===== src/rtl/fifo_port_arbiter.sv =====
// -----------------------------------------------------------------------------
// fifo_port_arbiter
//
// Sits in front of one 12-bit I/O FIFO. It shares the FIFO's single write port
// between the host loader (req0) and the CPU output path (req1). It tracks
// occupancy so that full/empty can be presented, because the FIFO itself does
// not provide them. It stops consumer advances on an empty FIFO, and it
// sequences flushes through the FIFO's synchronous reset.
//
// Build option:
//   FIFO_ARB_FIXED_PRIO_EN  defined   -> req0 always wins when both requesters
//                                        are valid, and no last_grant flop is
//                                        built.
//                           undefined -> round-robin between the two
//                                        requesters (default).
//
// Ports:
//   clk           system clock, rising edge
//   rst           asynchronous, active-high reset
//   flush         one-cycle pulse that discards the FIFO contents
//   req0_valid    host loader has a word to write
//   req0_data     host loader word
//   req0_ready    host word accepted this cycle (combinational)
//   req1_valid    CPU has a word to write
//   req1_data     CPU word
//   req1_ready    CPU word accepted this cycle (combinational)
//   rd_req        consumer wants to advance past the head word
//   fifo_write    to FIFO data_write (combinational)
//   fifo_data_in  to FIFO data_in (combinational; 0 when nothing is granted)
//   fifo_adv      to FIFO data_adv (combinational)
//   fifo_rst      to FIFO rst, which is synchronous inside the FIFO
//   count         current occupancy, 0 .. 2^DEPTH_LOG2-1
//   full          count == 2^DEPTH_LOG2-1
//   empty         count == 0
// -----------------------------------------------------------------------------
module fifo_port_arbiter #(
  parameter int unsigned DEPTH_LOG2 = 10,
  parameter int unsigned DATA_W     = 12
) (
  input  logic                  clk,
  input  logic                  rst,
  input  logic                  flush,
  input  logic                  req0_valid,
  input  logic [DATA_W-1:0]     req0_data,
  output logic                  req0_ready,
  input  logic                  req1_valid,
  input  logic [DATA_W-1:0]     req1_data,
  output logic                  req1_ready,
  input  logic                  rd_req,
  output logic                  fifo_write,
  output logic [DATA_W-1:0]     fifo_data_in,
  output logic                  fifo_adv,
  output logic                  fifo_rst,
  output logic [DEPTH_LOG2:0]   count,
  output logic                  full,
  output logic                  empty
);

  localparam int unsigned CNT_W = DEPTH_LOG2 + 1;
  // The FIFO detects empty by pointer equality, so one slot always stays free.
  localparam logic [CNT_W-1:0] CNT_MAX = CNT_W'((1 << DEPTH_LOG2) - 1);

  typedef enum logic [1:0] {
    ST_RUN    = 2'd0,
    ST_FLUSH  = 2'd1,
    ST_SETTLE = 2'd2
  } state_t;

  state_t             state_q, state_d;
  logic [CNT_W-1:0]   count_q, count_d;
  logic               grant0, grant1;

  // Occupancy decode
  assign count = count_q;
  assign full  = (count_q == CNT_MAX);
  assign empty = (count_q == '0);

`ifdef FIFO_ARB_FIXED_PRIO_EN
  // Fixed priority: req0 wins whenever it is valid.
  always_comb begin
    grant0 = req0_valid;
    grant1 = req1_valid & ~req0_valid;
  end
`else
  logic last_grant_q, last_grant_d;

  // Round-robin: on a tie, grant the requester that did not win last.
  always_comb begin
    grant0 = req0_valid & (~req1_valid | last_grant_q);
    grant1 = req1_valid & ~grant0;
  end

  // last_grant moves only when a write is actually accepted.
  always_comb begin
    last_grant_d = last_grant_q;
    if (fifo_write) begin
      last_grant_d = req1_ready;
    end
  end

  // Reset to 1 so that req0 wins the first tie.
  always_ff @(posedge clk or posedge rst) begin
    if (rst) begin
      last_grant_q <= 1'b1;
    end else begin
      last_grant_q <= last_grant_d;
    end
  end
`endif

  // State and occupancy registers
  always_ff @(posedge clk or posedge rst) begin
    if (rst) begin
      state_q <= ST_FLUSH;
      count_q <= '0;
    end else begin
      state_q <= state_d;
      count_q <= count_d;
    end
  end

  // Next-state, count update and port outputs
  always_comb begin
    state_d      = state_q;
    count_d      = count_q;
    fifo_rst     = 1'b0;
    req0_ready   = 1'b0;
    req1_ready   = 1'b0;
    fifo_write   = 1'b0;
    fifo_adv     = 1'b0;
    fifo_data_in = '0;

    case (state_q)
      ST_FLUSH: begin
        fifo_rst = 1'b1;
        count_d  = '0;
        state_d  = ST_SETTLE;
      end

      // One cycle lets the FIFO's registered data_out settle after the reset.
      ST_SETTLE: begin
        state_d = ST_RUN;
      end

      ST_RUN: begin
        req0_ready = grant0 & ~full;
        req1_ready = grant1 & ~full;
        fifo_write = (req0_valid & req0_ready) | (req1_valid & req1_ready);
        if (req0_ready) begin
          fifo_data_in = req0_data;
        end else if (req1_ready) begin
          fifo_data_in = req1_data;
        end
        fifo_adv = rd_req & ~empty;

        // The write and advance of a flush cycle still reach the FIFO, but
        // the FIFO reset that follows discards them. The count therefore
        // drops to 0 on entry to FLUSH.
        if (flush) begin
          state_d = ST_FLUSH;
          count_d = '0;
        end else if (fifo_write && !fifo_adv) begin
          count_d = count_q + CNT_W'(1);
        end else if (!fifo_write && fifo_adv) begin
          count_d = count_q - CNT_W'(1);
        end
      end

      default: begin
        state_d = ST_FLUSH;
      end
    endcase
  end

endmodule


===== config.mk =====
export PLATFORM = sky130hd
export DESIGN_NAME = fifo_port_arbiter
export DESIGN_NICKNAME = d
export VERILOG_FILES = /design/src/rtl/fifo_port_arbiter.sv
export SDC_FILE = /design/constraint.sdc
export NUM_CORES = 1
export LEC_CHECK = 0
export ABC_AREA = 1
export CAP_MARGIN = 5
export CORE_UTILIZATION = 47
export CTS_CLUSTER_SIZE = 14
export DETAILED_ROUTE_END_ITERATION = 8
export PLACE_DENSITY_LB_ADDON = 0.2
export SYNTH_ARGS = -nofsm -noshare
export SYNTH_HDL_FRONTEND = slang
export SYNTH_SLANG_ARGS = --single-unit

===== constraint.sdc =====
create_clock -name clk -period 4.5 [get_ports clk]
set_input_delay 0.675 -clock clk [delete_from_list [all_inputs] [get_ports clk]]
set_output_delay 0.675 -clock clk [all_outputs]
set_load 0.005 [all_outputs]

Yosys cells after proc, flatten, opt, wreduce, memory -nomap -nowiden
Cells that the tools add are included.

Register bits: 14. Input port bits: 30. Output and inout port bits: 30. Word-level logic and storage cells: 45.

Bitwise gates (word level): 13. Muxes and demuxes: 14. Equal/unequal tests: 5. Reductions and logical operators: 8. Add/sub/neg operators: 2.

Operators with widths (number): 2-to-1 mux 12 bit (3); 2-to-1 mux 11 bit (3); case mux 11 bit (2 select lines) (1); adder 11 x 1 -> 11 bit, second input constant (1); equality test 11 x 10 -> 1 bit, second input constant (1); zero test 11 bit (1); subtractor 11 x 1 -> 11 bit, second input constant (1); bitwise AND 1 bit (7); case mux 2 bit (3 select lines) (1); 2-to-1 mux 1 bit (5); != test 4 bit, second input constant (1); inverter 1 bit (4); equality test 2 x 1 -> 1 bit, second input constant (1); equality test 2 bit, second input constant (1); logical AND 1 bit (2); zero test 1 bit (2); zero test 2 bit (1); 2-to-1 mux 2 bit (1); != test 2 bit, second input constant (1); bitwise OR 1 bit (2); AND reduction 2 bit (1); nonzero test 2 bit (1).

Depth between registers and ports, before layout
Depth in word-level cells: 14. Gate-level depth with buffers: 17. Depth with buffers taken out: 17.

Worst setup path before layout
Ideal clock, no wire load.

Kind: input-to-reg. Start: input port req0_valid. End: register count_q[7], in the netlist count[7]. Library setup time: 0.083 ns. Data required time: 4.417 ns. Buffers on the path: 0. Path slack: 2.053 ns. Stages on the path: 13. Data arrival time: 2.364 ns. Cell sequence: inv_1 a21oi_1 nand2_1 nand2_2 nand2_4 ha_1 nand2_1 o21bai_1 nand2_1 nand3_1 nand2_1 or2_2 o21ai_0.

Word-level cells in the longest chain between the ends: 10. Elaborated cells on any way between the ends: 16. Classes of those cells: eq/ne: 1; mux: 3; bitwise: 8; reduce/logical: 4.

RTL lines: from (decl) (line 43) `input logic req0_valid,`; bitwise AND 1 bit (line 89) `grant0 = req0_valid & (~req1_valid | last_grant_q);`; inverter 1 bit (line 90) `grant1 = req1_valid & ~grant0;`; bitwise AND 1 bit (line 90); bitwise AND 1 bit (line 147) `req1_ready = grant1 & ~full;`; bitwise AND 1 bit (line 148) `fifo_write = (req0_valid & req0_ready) | (req1_valid & req1_ready);`; bitwise OR 1 bit (*) (line 148); logical AND 1 bit / zero test 1 bit (equally long branches) (line 162, 164); 2-to-1 mux 11 bit / logical AND 1 bit (equally long branches) (line 162, 164); 2-to-1 mux 11 bit / != test 4 bit (equally long branches); case mux 11 bit (2 select lines) / AND reduction 2 bit (equally long branches); to (signal assigned) (line 118) `count_q <= count_d;`; to (decl) (line 70) `logic [CNT_W-1:0] count_q, count_d;`.

Every way passes the cells marked *; elsewhere a longest branch is shown, timed or not. A chain may end at the register's enable or synchronous reset.

Final worst setup path
Start: input port req0_valid. End: output port fifo_data_in[1].

Word-level cells in the longest chain between the ends: 7. Elaborated cells on any way between the ends: 8. Classes of those cells: mux: 3; bitwise: 5.

RTL lines: bitwise AND 1 bit (*) (line 89); inverter 1 bit (line 90); bitwise AND 1 bit (line 90); bitwise AND 1 bit (line 147); 2-to-1 mux 12 bit (line 151) `end else if (req1_ready) begin`; 2-to-1 mux 12 bit (*) (line 149) `if (req0_ready) begin`; 2-to-1 mux 12 bit (*) (line 133) `case (state_q)`; to (decl) (line 51) `output logic [DATA_W-1:0] fifo_data_in,`.

Marks and branches as above.

==> impl_metrics.json <==
{
  "status": "finished clean",
  "fin_cells": 321,
  "wire_per_inst_um": 12.46,
  "die_area_um2": 3389,
  "vias_per_cell": 5.234,
  "grt_overflow": 0,
  "period_share": 0.7819,
  "setup_viol": 0,
  "chipHeight_um": 58.22,
  "layout_commonest_cell": "clkdlybuf4s50_1",
  "cts_tree": "done",
  "avgSynthCellArea_um2": 6.813,
  "finalSetupTns_ns": 0,
  "synth_seq_cells": 14,
  "path_delay_family": "buffers and inverters",
  "cts.sinks": 14,
  "startpoint_type": "input port",
  "fmax_mhz": 284.2,
  "place.gp.congestion": 0.8869,
  "clockBufferDepth": 2,
  "switching_share": 0.5140,
  "crit_top_cell": "clkdlybuf4s50_1",
  "track_usage": 0.2550,
  "grt_pass1_vias": 1439,
  "cellInternalPower_mw": 0.7589,
  "vdd_drop_max_mv": 0.5040,
  "syn_area_um2": 1485,
  "critical_path_buf_inv_count": 3,
  "antennaDiodeCount": 0,
  "hpwl_um": 3228,
  "rsz0062_at_grt": "no",
  "post_cts_buffers": 0,
  "p_per_area_nw_per_um2": 730.3,
  "min_path_cells": 2,
  "cts_hold_buf": 0,
  "skew_ns": 0.007664,
  "dp.cells": 317,
  "final_net_count": 321,
  "synthCells": 218,
  "clk_pin_slew_ns": 0.08,
  "totalWireLength_um": 4000,
  "synth_top_area_cell": "dfrtp_1",
  "worst_pin_slew_ns": 0.8147,
  "cp_num_cells": 7,
  "seq_area_frac_synth": 0.2376,
  "worstPathMaxFanout": 14,
  "min-delay-path-class": "flip-flop to flip-flop",
  "slowest_stage": "nor2_1",
  "clk_latency_ns": 0.29,
  "p_seq_frac": 0.173,
  "r2r_slack_ns": 1.70,
  "die_x_um": 58.22,
  "antenna_found_initial": 0,
  "synth_area_leaders": "dfrtp_1, nand2_1, ha_1, nand3_1, inv_1",
  "worst_slack_ns": 0.9815,
  "synth_top_area_frac": 0.2022,
  "placed_cell_area_um2": 2102,
  "rows": 20,
  "cts_htree_levels": 1,
  "syn2layout_area_growth_pct": 43.98,
  "postLayoutCellArea_um2": 2138,
  "p_sw_mw": 0.8027,
  "place.port_buffers": 59,
  "drive_gt1_frac": 0.08303,
  "ios": 60,
  "path_cells": "clkdlybuf4s50_1 > inv_1 > a21oi_1 > nand2_1 > nor2_1 > a22o_1 > clkdlybuf4s50_1",
  "route.detailed.drc": 0,
  "critPathMaxStageDelay_ns": 0.63,
  "clock-root-buffer": "clkbuf_4",
  "postSynthNetCount": 261,
  "final-hold-violation-count": 0,
  "drv_cap": 0,
  "core_area_um2": 3028,
  "clockPowerShare": 0.060,
  "initial_core_util": 0.4905,
  "dp_slack_ns": 0.9585,
  "cp_data_required_time_ns": 3.83,
  "via_count": 1680,
  "yosysWarnings": 0,
  "finalMaxSlewViolations": 0,
  "criticalPathCategory": "input port to output port",
  "finalCriticalPeriod_ns": 3.519,
  "antenna_left": 0,
  "arrival_ns": 2.84,
  "p_comb_frac": 0.767,
  "dr.pass1.iters": 4,
  "drt_iter0_markers": 59,
  "power_leakage_nw": 1.019,
  "grt_start_max_net_pins": 16,
  "cts_resized": 0,
  "maxSlewHeadroom": 0.4549,
  "grt_pass1_wl_um": 6699,
  "yosys.cell_types.count": 29,
  "final_cell_mix": "clkdlybuf4s50_1, nand2_1, inv_1",
  "critPathCaptureType": "output port",
  "reg2reg_depth": 12,
  "cts_buffers": 3
}
[per-layer routing]
layer  GRT usage  vias to the layer above  wire length [µm]
met3     0.05357                        8               219
met2      0.4187                       63              1881
li1            -                      849                 -
met4     0.07823                        0                71
met5           0                        -                 0
met1      0.3366                      760              1828
[cells in the mapped netlist, drive strengths merged]
cell type,n
dfrtp,12
or2,2
ha,12
o22ai,1
xor2,2
a21oi,12
nand4,3
nor2,25
buf,4
nor4,1
a22o,12
dfstp,2
a21o,1
nand2,60
nand3,25
o21ai,11
fa,1
inv,29
o21bai,3
[cells by family (layout without fill, tap and decap cells)]
kind of cell	count (synthesis)	count (layout)	share of synthesized area
buf+inv	33	92	0.09266
xor+xnor	2	2	0.01180
compound gates	40	40	0.1853
simple gates	116	116	0.3581
fa+ha+maj	13	13	0.1146
flops	14	14	0.2376
[registers in the layout, summed over array words and instances (netlist names)]
| name | flops |
|---|---|
| count | 11 |
| state_q | 2 |
| last_grant_q | 1 |
[cell type report]
| type | instances | area, µm² |
|---|---|---|
| clock buffers | 4 | 36.28 |
| well taps | 44 | 55.05 |
| fillers | 260 | 889.6 |
| flip-flops and latches | 14 | 352.8 |
| repair buffers | 59 | 590.6 |
| inverters | 29 | 108.9 |
| multi-input cells | 171 | 994.7 |
[metrics by stage]
step,total power [mW],util,hold slack [ns]
finish,1.562,0.7062,0.5041
CTS,1.565,0.7062,0.5111
global placement,1.445,0.6942,0.4882
floorplan,1.083,-,0.4674
detailed placement,1.468,0.6942,0.4988
global route,1.746,0.7062,0.5561
[worst paths after layout]
check | start | end
worst max register to register | count[0] | count[7]
max in group asynchronous | rst | last_grant_q
worst max-delay path | req0_valid | fifo_data_in[1]
worst min register to register | state_q[0] | state_q[0]
min in group asynchronous | rst | count[4]
worst min-delay path | state_q[0] | state_q[0]
[power by group through the flow]
| stage | clock network, mW | logic, mW | registers, mW |
|---|---|---|---|
| 6_report | 0.0939 | 1.20 | 0.270 |
| 3_5_place_dp | 0 | 1.19 | 0.273 |
| 5_1_grt | 0.103 | 1.36 | 0.281 |
| 4_1_cts | 0.0963 | 1.20 | 0.271 |
| 3_3_place_gp | 0 | 1.17 | 0.272 |
| 2_1_floorplan | 0 | 0.826 | 0.257 |
[tightest hold or removal path, cell delays in order, from the launching register on]
cell,delay [ns]
dfstp_2,0.38
nand2_1,0.05
o21ai_0,0.07
No activity file was read; power rests on OpenSTA's default activity.
